--- src/rtl/alu_ctrl_pkg.sv ---
// rtl/alu_ctrl_pkg.sv - shared state encoding and opcode constants for the ALU logic sequencer
package alu_ctrl_pkg;

  localparam logic [1:0] S_IDLE = 2'd0;
  localparam logic [1:0] S_SEL  = 2'd1;
  localparam logic [1:0] S_CAPT = 2'd2;
  localparam logic [1:0] S_DONE = 2'd3;

  localparam logic [1:0] OP_AND = 2'b00;
  localparam logic [1:0] OP_OR  = 2'b01;
  localparam logic [1:0] OP_XOR = 2'b10;
  localparam logic [1:0] OP_NOR = 2'b11;

  localparam int CNT_W = 4;

  typedef enum logic [1:0] {
    ST_IDLE = S_IDLE,
    ST_SEL  = S_SEL,
    ST_CAPT = S_CAPT,
    ST_DONE = S_DONE
  } state_t;

endpackage

--- src/rtl/settle_counter.sv ---
// rtl/settle_counter.sv - 4-bit load/decrement counter that times the selector settle window
module settle_counter
  import alu_ctrl_pkg::*;
(
  input  logic             i_clk,
  input  logic             i_rst_n,
  input  logic             i_clr,
  input  logic             i_load,
  input  logic [CNT_W-1:0] i_load_val,
  input  logic             i_dec,
  output logic             o_zero
);

  logic [CNT_W-1:0] r_cnt;

  // Saturates at zero so a lingering decrement can never wrap to 15.
  always_ff @(posedge i_clk or negedge i_rst_n) begin
    if (!i_rst_n) begin
      r_cnt <= '0;
    end else if (i_clr) begin
      r_cnt <= '0;
    end else if (i_load) begin
      r_cnt <= i_load_val;
    end else if (i_dec && (r_cnt != '0)) begin
      r_cnt <= r_cnt - 1'b1;
    end
  end

  assign o_zero = (r_cnt == '0);

endmodule

--- src/rtl/alu_logic_sequencer.sv ---
// rtl/alu_logic_sequencer.sv - start/done sequencer driving the logic-result select stage
module alu_logic_sequencer
  import alu_ctrl_pkg::*;
#(
  parameter int DATA_W        = 32,
  parameter int SETTLE_CYCLES = 1
) (
  input  logic              i_clk,
  input  logic              i_rst_n,
  input  logic              i_start,
  input  logic [1:0]        i_op,
  input  logic              i_flush,
  input  logic [DATA_W-1:0] i_sel_data,
  output logic [1:0]        o_mux_sel,
  output logic              o_busy,
  output logic              o_done,
  output logic [DATA_W-1:0] o_result,
  output logic              o_flag_n,
  output logic              o_flag_z,
  output logic              o_flag_v
);

  generate
    if (SETTLE_CYCLES < 1 || SETTLE_CYCLES > 15) begin : g_bad_settle
      $error("alu_logic_sequencer: SETTLE_CYCLES must be in 1..15");
    end
  endgenerate

  localparam logic [CNT_W-1:0] LOAD_VAL = CNT_W'(SETTLE_CYCLES - 1);

  state_t r_state;
  state_t w_next;
  logic   w_accept;
  logic   w_capture;
  logic   w_cnt_zero;
  logic [1:0] r_op_q;

  settle_counter u_settle_counter (
    .i_clk      (i_clk),
    .i_rst_n    (i_rst_n),
    .i_clr      (i_flush),
    .i_load     (w_accept),
    .i_load_val (LOAD_VAL),
    .i_dec      (r_state == ST_SEL),
    .o_zero     (w_cnt_zero)
  );

  always_comb begin
    w_next    = r_state;
    w_accept  = 1'b0;
    w_capture = 1'b0;
    case (r_state)
      ST_IDLE: begin
        if (i_start) begin
          w_accept = 1'b1;
          w_next   = ST_SEL;
        end
      end
      ST_SEL: begin
        if (w_cnt_zero) w_next = ST_CAPT;
      end
      ST_CAPT: begin
        w_capture = 1'b1;
        w_next    = ST_DONE;
      end
      ST_DONE: begin
        if (i_start) begin
          w_accept = 1'b1;
          w_next   = ST_SEL;
        end else begin
          w_next = ST_IDLE;
        end
      end
      default: w_next = ST_IDLE;
    endcase
    if (i_flush) begin
      w_next    = ST_IDLE;
      w_accept  = 1'b0;
      w_capture = 1'b0;
    end
  end

  always_ff @(posedge i_clk or negedge i_rst_n) begin
    if (!i_rst_n) r_state <= ST_IDLE;
    else          r_state <= w_next;
  end

  // op_q doubles as the selector flop, so mux_sel comes straight off a register.
  always_ff @(posedge i_clk or negedge i_rst_n) begin
    if (!i_rst_n) begin
      r_op_q <= OP_AND;
    end else if (w_accept) begin
      r_op_q <= i_op;
    end else if (w_next == ST_IDLE) begin
      r_op_q <= OP_AND;
    end
  end

  always_ff @(posedge i_clk or negedge i_rst_n) begin
    if (!i_rst_n) begin
      o_result <= '0;
      o_flag_n <= 1'b0;
      o_flag_z <= 1'b0;
      o_flag_v <= 1'b0;
    end else if (w_capture) begin
      o_result <= i_sel_data;
      o_flag_n <= i_sel_data[DATA_W-1];
      o_flag_z <= (i_sel_data == '0);
      o_flag_v <= 1'b0;
    end
  end

  assign o_mux_sel = r_op_q;
  assign o_busy    = (r_state == ST_SEL) || (r_state == ST_CAPT);
  assign o_done    = (r_state == ST_DONE);

endmodule

--- config.mk ---
export PLATFORM = sky130hd
export DESIGN_NAME = alu_logic_sequencer
export DESIGN_NICKNAME = d
export VERILOG_FILES = /design/src/rtl/alu_ctrl_pkg.sv /design/src/rtl/settle_counter.sv /design/src/rtl/alu_logic_sequencer.sv
export SDC_FILE = /design/constraint.sdc
export NUM_CORES = 1
export LEC_CHECK = 0
export ABC_CLOCK_PERIOD_IN_PS = 4400
export BUFFER_PORTS_ARGS = -buffer_cell sky130_fd_sc_hd__buf_2
export CORE_MARGIN = 5
export CORE_UTILIZATION = 30
export CTS_CLUSTER_SIZE = 25
export DETAILED_ROUTE_END_ITERATION = 16
export HOLD_SLACK_MARGIN = 0.12
export PLACE_DENSITY = 0.65
export SLEW_MARGIN = 10
export SYNTH_ARGS = -nofsm -noshare
export SYNTH_HDL_FRONTEND = slang
export SYNTH_SLANG_ARGS = --single-unit
export TNS_END_PERCENT = 10
--- constraint.sdc ---
create_clock -name i_clk -period 4.4 [get_ports i_clk]
set_input_delay 0.88 -clock i_clk [delete_from_list [all_inputs] [get_ports i_clk]]
set_output_delay 0.88 -clock i_clk [all_outputs]
set_load 0.005 [all_outputs]
==> results.sh, run 1 <==
export IMPL_status="completed"
export IMPL_dieArea_mm2=0.007608
export IMPL_cpMaxStageDelayCell="dfrtp_1"
export IMPL_clock_path_buffers=2
export IMPL_cts_tree="built"
export IMPL_hold_viol=0
export IMPL_start_kind="register"
export IMPL_cts_sinks=41
export IMPL_area_delta_synth_final_pct=29.09
export IMPL_fin_ws_ns=2.288
export IMPL_worstReg2RegStart="u_settle_counter.r_cnt[0]"
export IMPL_path_max_fanout=5
export IMPL_htree_levels=2
export IMPL_synth_distinct_cells=27
export IMPL_synthCells=133
export IMPL_clock_latency_ns=0.28
export IMPL_reg2reg_setup_slack_ns=2.46
export IMPL_endpoint_kind="output pin"
export IMPL_synth_avg_cell_area_um2=13.45
export IMPL_worstMarginPinSlew_ns=0.8994
export IMPL_yosysWarnings=0
export IMPL_r2r_end="o_mux_sel[1]"
export IMPL_synthesis_nets=177
export IMPL_nets=253
export IMPL_numCtsBuffers=5
export IMPL_start_util=0.3058
export IMPL_irDropWorstVdd_mv=0.2468
export IMPL_cts_setup_buffers=0
export IMPL_rsz0062_at_grt="false"
export IMPL_rows=28
export IMPL_async_reset_ff_frac=1.000
export IMPL_fillers=585
export IMPL_relSlewSlack=0.4004
export IMPL_preCtsSetupSlack_ns=2.139
export IMPL_drtIter0Drc=31
export IMPL_crit_family="flip-flops"
export IMPL_grt_antenna_before_repair=0
export IMPL_drc=0
export IMPL_grt_pass1_vias=1359
export IMPL_tns_ns=0
export IMPL_post_dp_hpwl_um=3080
export IMPL_synth_area_mm2=0.001789
export IMPL_synth_seq_cells=41
export IMPL_grt_pass1_wl_um=6334
export IMPL_post_drt_wl_per_cell_um=13.86
export IMPL_ff2ff_path_depth=6
export IMPL_hp_start="o_flag_z"
export IMPL_finalSetupViolations=0
export IMPL_hold_depth=2
export IMPL_drive_gt1_frac=0.5571
export IMPL_hp_class="register to register"
export IMPL_vias=1306
export IMPL_grt_max_degree=42
export IMPL_path_clk_slew_ns=0.07
export IMPL_crit_chain="inv_1 > ha_1 > buf_2"
export IMPL_first_pass_iters=3
export IMPL_min_period_over_period=0.4799
export IMPL_critPathMaxStageDelay_ns=0.42
export IMPL_crit_arrival_ns=1.23
export IMPL_n_antenna_cell=0
export IMPL_cp_required_ns=3.52
export IMPL_multiInputGateArea_um2=716.9
export IMPL_drtAntennaViolNets=0
export IMPL_overflow=0
export IMPL_root_buffer="clkbuf_8"
export IMPL_drv_slew=0
export IMPL_grt_use_total=0.1068
export IMPL_cts_resized=0
export IMPL_via_per_inst=4.582
export IMPL_min_period_ns=2.112
export IMPL_final_common_cell="buf_2"
export IMPL_finClkSkew_ns=0.003466
export IMPL_core_region_area_mm2=0.005851
export IMPL_layout_common_cells="buf_2, dfrtp_1, mux2_2"
export IMPL_port_buffers=75
export IMPL_die_w_um=87.23
export IMPL_critPathBufInv=2
export IMPL_synth_edf_count=0
export IMPL_drv_cap=0
export IMPL_synth_ff_type="dfrtp_1"
export IMPL_ys_seq_area_frac=0.5734
export IMPL_seqCellArea_mm2=0.001026
export IMPL_path_class="register to output pin"
export IMPL_pin_count=77
export IMPL_cts_hold_buffers=0
export IMPL_leakage_nw=1.128
export IMPL_min_delay_worst_endpoint="o_flag_z"
export IMPL_gp_congestion=0.7288
export IMPL_p_per_area_mw_per_mm2=603.5
export IMPL_max_freq_mhz=473.5
export IMPL_die_height_um=87.23
export IMPL_wl_um=3950
## worst register-to-register path, cell delays in order, from the launching register on
cell,delay [ns]
dfrtp_1,0.38
inv_1,0.11
ha_1,0.15
or3b_4,0.41
a32o_1,0.28
or2_1,0.25
a32o_1,0.26
## kinds of logic after synthesis
logic type      after synthesis  synth area share
xor+xnor                      3           0.01469
other cells                   1          0.002096
simple gates                 33            0.1056
mux                          32            0.2014
compound gates                7           0.03357
fa+ha+maj                     6           0.04196
buf+inv                      10           0.02726
flops                        41            0.5734
## layer usage
layer	part of all wire	vias to the layer above	track usage	wire (µm)
met1	0.42	636	0.1345	1674
li1	-	620	-	-
met2	0.48	45	0.1732	1877
met5	0	-	0	0
met4	0.011	0	0.03347	42
met3	0.090	5	0.03595	356
## worst max-delay path by stage
stage / to / startpoint / cells after the start
after CTS: o_busy / r_state[0] / 3
after floorplan: o_mux_sel[0] / i_start / 4
after global routing: o_busy / r_state[0] / 3
after global placement: o_result[15] / i_flush / 3
after detailed placement: o_result[5] / i_flush / 3
final: o_busy / r_state[0] / 3
## synthesized netlist by cell type, types with 3 or more instances
| master | count | area (µm²) |
|---|---|---|
| a32o_1 | 3 | 30.03 |
| buf_2 | 3 | 15.01 |
| dfrtp_1 | 41 | 1026 |
| ha_1 | 6 | 75.07 |
| inv_1 | 4 | 15.01 |
| mux2_2 | 32 | 360.4 |
| nand2_1 | 3 | 11.26 |
| nand2b_1 | 4 | 25.02 |
| nor2_1 | 5 | 18.77 |
| nor2b_1 | 3 | 18.77 |
| nor4_1 | 8 | 50.05 |
## sequential cells by signal (all words and copies together), names as in the netlist
| signal | count |
|---|---|
| r_state | 2 |
| u_settle_counter.r_cnt | 4 |
| o_flag_z | 1 |
| o_mux_sel | 2 |
| o_result | 32 |
## stage by stage
step | power, W | hold slack, ns | cell area, µm² | instances | utilization
after global placement | 0.001169 | 0.4634 | 2227 | 277 | 0.3807
final | 0.001394 | 0.4965 | 2310 | 285 | 0.3948
after detailed placement | 0.001185 | 0.4742 | 2227 | 277 | 0.3807
after CTS | 0.001424 | 0.5061 | 2310 | 285 | 0.3948
after floorplan | 0.0009377 | 0.4726 | 1789 | 133 | -
after global routing | 0.001503 | 0.5241 | 2310 | 285 | 0.3948
## report_power, final
part           switching (W)  total [W]  internal, W  leakage (nW)
combinational       0.000224   0.000543     0.000319         0.576
clock               0.000120   0.000230     0.000110        0.0450
sequential         0.0000815   0.000621     0.000539         0.507
## layout make-up
class | count | share of cell area
inverter | 4 | 0.006501
timing repair buffer | 75 | 0.1625
sequential | 41 | 0.4442
tap | 75 | 0.04063
multi-input combinational | 82 | 0.3104
clock buffer | 6 | 0.03142
clock inverter | 2 | 0.004334
(Power assumes the default switching activity.)
==> run 2: changes to the inputs <==
Settings changed: ABC_CLOCK_PERIOD_IN_PS 4400 to 1900, PLACE_DENSITY 0.65 to 0.67.
Clock period 4.4 ns to 1.9 ns, I/O delays scaled along.
==> results.sh, run 2 (synthesis gave the netlist of run 1 again) <==
export IMPL_grt_max_degree=35
export IMPL_hp_class="input pin to register"
export IMPL_die_w_um=87.23
export IMPL_core_region_area_mm2=0.005851
export IMPL_hold_viol=0
export IMPL_root_buffer="clkbuf_8"
export IMPL_rows=28
export IMPL_power_w=0.003579
export IMPL_area_delta_synth_final_pct=37.76
export IMPL_die_height_um=87.23
export IMPL_start_util=0.3058
export IMPL_irDropWorstVdd_mv=0.6898
export IMPL_first_pass_iters=4
export IMPL_grt_pass1_wl_um=6479
export IMPL_nets=262
export IMPL_finalSetupViolations=0
export IMPL_place_area_mm2=0.002282
export IMPL_via_per_inst=4.582
export IMPL_drtIter0Drc=42
export IMPL_drive_gt1_frac=0.5982
export IMPL_clock_path_buffers=2
export IMPL_layout_common_cells="buf_2, dfrtp_1, mux2_2"
export IMPL_grt_use_total=0.1104
export IMPL_path_class="register to register"
export IMPL_drv_slew=0
export IMPL_cp_required_ns=2.08
export IMPL_port_buffers=75
export IMPL_finClkSkew_ns=0.004718
export IMPL_clock_latency_ns=0.28
export IMPL_endpoint_kind="register"
export IMPL_top_regs="o_result (32), u_settle_counter.r_cnt (4)"
export IMPL_cts_sinks=41
export IMPL_min_period_ns=1.855
export IMPL_min_period_over_period=0.9762
export IMPL_tns_ns=0
export IMPL_relSlewSlack=0.6574
export IMPL_grt_antenna_before_repair=0
export IMPL_grt_pass1_vias=1310
export IMPL_pin_count=77
export IMPL_crit_family="simple AND/OR/NAND/NOR gates"
export IMPL_cp_common_cell="a32o_1"
export IMPL_post_dp_hpwl_um=3108
export IMPL_final_cells=294
export IMPL_drv_cap=0
export IMPL_rsz0062_at_grt="false"
export IMPL_cts_tree="built"
export IMPL_crit_chain="inv_1 > ha_1 > or3b_4 > a32o_1 > or2_1 > a32o_1"
export IMPL_start_kind="register"
export IMPL_critPathBufInv=1
export IMPL_path_max_fanout=2
export IMPL_p_per_area_mw_per_mm2=1452
export IMPL_cp_startpoint="u_settle_counter.r_cnt[0]"
export IMPL_hp_start="i_op[0]"
export IMPL_drtAntennaViolNets=0
export IMPL_path_clk_slew_ns=0.08
export IMPL_htree_levels=2
export IMPL_worstReg2RegStart="u_settle_counter.r_cnt[0]"
export IMPL_cpMaxStageDelayCell="dfrtp_1"
export IMPL_wl_um=4106
export IMPL_status="completed"
export IMPL_max_freq_mhz=539.2
export IMPL_critPathMaxStageDelay_ns=0.39
export IMPL_crit_arrival_ns=2.04
export IMPL_gp_congestion=0.7067
export IMPL_vias=1347
export IMPL_leakage_nw=1.196
export IMPL_drc=0
export IMPL_final_area_mm2=0.002465
export IMPL_n_antenna_cell=0
export IMPL_regMostFlops="o_result"
export IMPL_dp_cells=281
export IMPL_worstMarginPinSlew_ns=0.5139
export IMPL_final_common_cell="buf_2"
export IMPL_numCtsBuffers=5
export IMPL_dieArea_mm2=0.007608
export IMPL_largest_reg_flops=32
export IMPL_post_drt_wl_per_cell_um=13.97
export IMPL_overflow=0
[run 2: changes by cell type in the layout (fill, tap and decap cells not counted), sizes merged]
cell / change
dlygate4sd3: +1
bufinv: +1
clkinv: -2
clkbuf: +1
buf: +8
[run 2: area by class of cell]
cell class	instances	area [µm²]
clock buffers	7	86.33
clock inverters	1	30.03
fillers	560	3386
inverters	4	15.01
multi-input cells	82	743.2
flip-flops and latches	41	1026
well taps	75	93.84
repair buffers	84	470.5
[run 2: final timing paths]
kind | depth (start not counted) | slack, ns | end
setup reg to reg | 6 | 0.05 | o_mux_sel[0]
setup / recovery | 6 | 0.05 | o_mux_sel[0]
hold / removal | 2 | 0.30 | o_mux_sel[0]
max in group asynchronous | 3 | 0.80 | o_result[19]
min in group asynchronous | 2 | 0.61 | o_result[2]
hold reg to reg | 2 | 0.48 | o_flag_z
[run 2: power breakdown]
part           internal, W  switching (W)  leakage, nW  total [W]
logic             0.000847       0.000589        0.630    0.00144
clock network     0.000428       0.000291       0.0585   0.000720
registers          0.00125       0.000174        0.507    0.00142
total              0.00252        0.00105         1.20    0.00358
[run 2: worst register-to-register path: stages, from the launching register on]
cell and delay, ns:
dfrtp_1 0.39, inv_1 0.08, ha_1 0.14, or3b_4 0.38, a32o_1 0.27, or2_1 0.24
a32o_1 0.26
[run 2: routing by layer]
metal | vias up | GRT usage | share of wire
li1 | 641 | - | -
met1 | 654 | 0.1471 | 0.44
met2 | 46 | 0.1649 | 0.46
met3 | 6 | 0.03879 | 0.087
met4 | 0 | 0.04184 | 0.014
met5 | - | 0 | 0
[run 2: metrics by stage]
stage | worst slack, ns | hold slack [ns] | utilization
2_1_floorplan | 0.06862 | 0.08441 | -
4_1_cts | 0.02580 | 0.2899 | 0.4172
5_1_grt | 0.006102 | 0.2957 | 0.4213
3_3_place_gp | 0.04106 | 0.3841 | 0.3901
6_report | 0.04523 | 0.3024 | 0.4213
3_5_place_dp | -0.02694 | 0.3835 | 0.3901
[run 2: what timing repair did]
action,4_1_cts,5_1_grt
endpoints found under the hold margin,20,0
pin swaps,0,3
hold buffers,1,0
buffers inserted,4,0
resized for setup,1,6
setup endpoints to repair,2,2
==> run 3: changes to the inputs <==
--- a/config.mk
+++ b/config.mk
@@ -9,2 +9,3 @@
 export BUFFER_PORTS_ARGS = -buffer_cell sky130_fd_sc_hd__buf_2
+export CORE_ASPECT_RATIO = 1.1
 export CORE_MARGIN = 5
==> constraint.sdc (replaced) <==
create_clock -name i_clk -period 1.9 [get_ports i_clk]
set_input_delay 0.19 -clock i_clk [delete_from_list [all_inputs] [get_ports i_clk]]
set_output_delay 0.19 -clock i_clk [all_outputs]
set_load 0.005 [all_outputs]
==> results.sh, run 3 (synthesis gave the netlist of run 1 again) <==
export IMPL_crit_family="compound AO/OA/AOI/OAI gates"
export IMPL_hp_class="input pin to register"
export IMPL_port_buffers=75
export IMPL_layout_common_cells="buf_2, dfrtp_1, mux2_2"
export IMPL_drc=0
export IMPL_drive_gt1_frac=0.5982
export IMPL_finClkSkew_ns=0.004735
export IMPL_endpoint_kind="register"
export IMPL_hold_viol=0
export IMPL_grt_pass1_vias=1457
export IMPL_final_common_cell="buf_2"
export IMPL_hold_depth=2
export IMPL_core_region_area_mm2=0.005769
export IMPL_worst_path_stages=6
export IMPL_wl_um=3987
export IMPL_drv_slew=0
export IMPL_path_max_fanout=3
export IMPL_crit_chain="buf_4 > ha_1 > a211o_1 > a32o_1 > or2_1 > a32o_1"
export IMPL_leakage_nw=1.208
export IMPL_clock_path_buffers=2
export IMPL_root_buffer="clkbuf_8"
export IMPL_max_freq_mhz=547.1
export IMPL_cpMaxStageDelayCell="dfrtp_1"
export IMPL_cp_startpoint="r_state[1]"
export IMPL_grt_busiest_layer="met2"
export IMPL_cp_required_ns=2.08
export IMPL_htree_levels=2
export IMPL_path_class="register to register"
export IMPL_crit_arrival_ns=2.00
export IMPL_overflow=0
export IMPL_clock_latency_ns=0.29
export IMPL_power_w=0.003430
export IMPL_largest_reg_flops=32
export IMPL_post_dp_hpwl_um=3062
export IMPL_rows=29
export IMPL_first_pass_iters=4
export IMPL_cp_common_cell="a32o_1"
export IMPL_drv_cap=0
export IMPL_worstReg2RegStart="r_state[1]"
export IMPL_start_util=0.3101
export IMPL_min_period_ns=1.828
export IMPL_grt_pass1_wl_um=6872
export IMPL_start_kind="register"
export IMPL_vias=1365
export IMPL_irDropWorstVdd_mv=0.4726
export IMPL_met2_usage=0.1824
export IMPL_p_per_area_mw_per_mm2=1383
export IMPL_drtIter0Drc=23
export IMPL_place_area_mm2=0.002280
export IMPL_n_antenna_cell=0
export IMPL_grt_antenna_before_repair=0
export IMPL_die_w_um=83.64
export IMPL_final_util=0.4298
export IMPL_pin_count=77
export IMPL_grt_use_total=0.1109
export IMPL_die_height_um=91.00
export IMPL_min_period_over_period=0.9620
export IMPL_numCtsBuffers=5
export IMPL_status="completed"
export IMPL_path_clk_slew_ns=0.08
export IMPL_via_per_inst=4.535
export IMPL_critPathMaxStageDelay_ns=0.41
export IMPL_top_regs="o_result (32), u_settle_counter.r_cnt (4)"
export IMPL_cts_sinks=41
export IMPL_finalSetupViolations=0
export IMPL_post_drt_wl_per_cell_um=13.25
export IMPL_hp_start="i_sel_data[18]"
export IMPL_grt_max_degree=42
export IMPL_final_area_mm2=0.002480
export IMPL_ff2ff_path_depth=6
export IMPL_critPathBufInv=1
export IMPL_gr_usage_met3=0.04344
export IMPL_cts_tree="built"
export IMPL_area_delta_synth_final_pct=38.60
export IMPL_regMostFlops="o_result"
export IMPL_grt_met1_usage=0.1336
export IMPL_drtAntennaViolNets=0
export IMPL_nets=267
export IMPL_gp_congestion=0.7243
export IMPL_tns_ns=0
export IMPL_dieArea_mm2=0.007610
[run 3: final timing paths]
path | slack [ns] | to
setup / recovery | 0.07 | o_mux_sel[0]
hold reg to reg | 0.48 | o_flag_z
min in group asynchronous | 0.39 | o_result[18]
max in group asynchronous | 1.31 | o_result[1]
setup reg to reg | 0.07 | o_mux_sel[0]
hold / removal | 0.14 | o_result[18]
[run 3: power by group]
group / switching (W) / internal [W] / total, W
Clock: 0.000296 / 0.000294 / 0.000590
Sequential: 0.000171 / 0.00125 / 0.00142
Combinational: 0.000576 / 0.000844 / 0.00142
[run 3: per-layer routing]
metal | up-vias | part of all wire | wire length (µm)
li1 | 654 | - | -
met1 | 656 | 0.43 | 1726
met2 | 53 | 0.48 | 1919
met3 | 2 | 0.080 | 319
met4 | 0 | 0.0053 | 21
met5 | - | 0 | 0
[run 3: final cells by class]
type,count,area [µm²]
Clock inverter,2,13.76
Fill cell,545,3289
Tap cell,77,96.34
Multi-Input combinational cell,82,743.2
Clock buffer,6,82.58
Inverter,4,15.01
Timing Repair Buffer,89,503.0
Sequential cell,41,1026
[run 3: metrics by stage]
step                setup slack (ns)  hold slack, ns  instances
floorplan                    0.06862         -0.1056        133
global placement             0.04493          0.1803        284
detailed placement          -0.01295          0.1785        284
CTS                          0.03092          0.1277        300
global route               -0.001456          0.1288        301
finish                       0.07217          0.1426        301
[run 3: timing repair]
item | 4_1_cts | 5_1_grt
setup endpoints to repair | 2 | 2
gates resized for setup | 1 | 6
pin swaps | 0 | 3
buffers inserted | 4 | 1
endpoints found under the hold margin | 44 | 0
hold buffers | 4 | 0
cloned | 0 | 0
[run 3: worst reg2reg max path, delay by kind of cell, from the launching register on]
kind,cells,cell delay (ns)
AO/OA/AOI/OAI,3,0.76
flip-flops,1,0.41
AND/OR/NAND/NOR,1,0.23
adder cells (fa/ha/maj),1,0.18
buffers and inverters,1,0.15
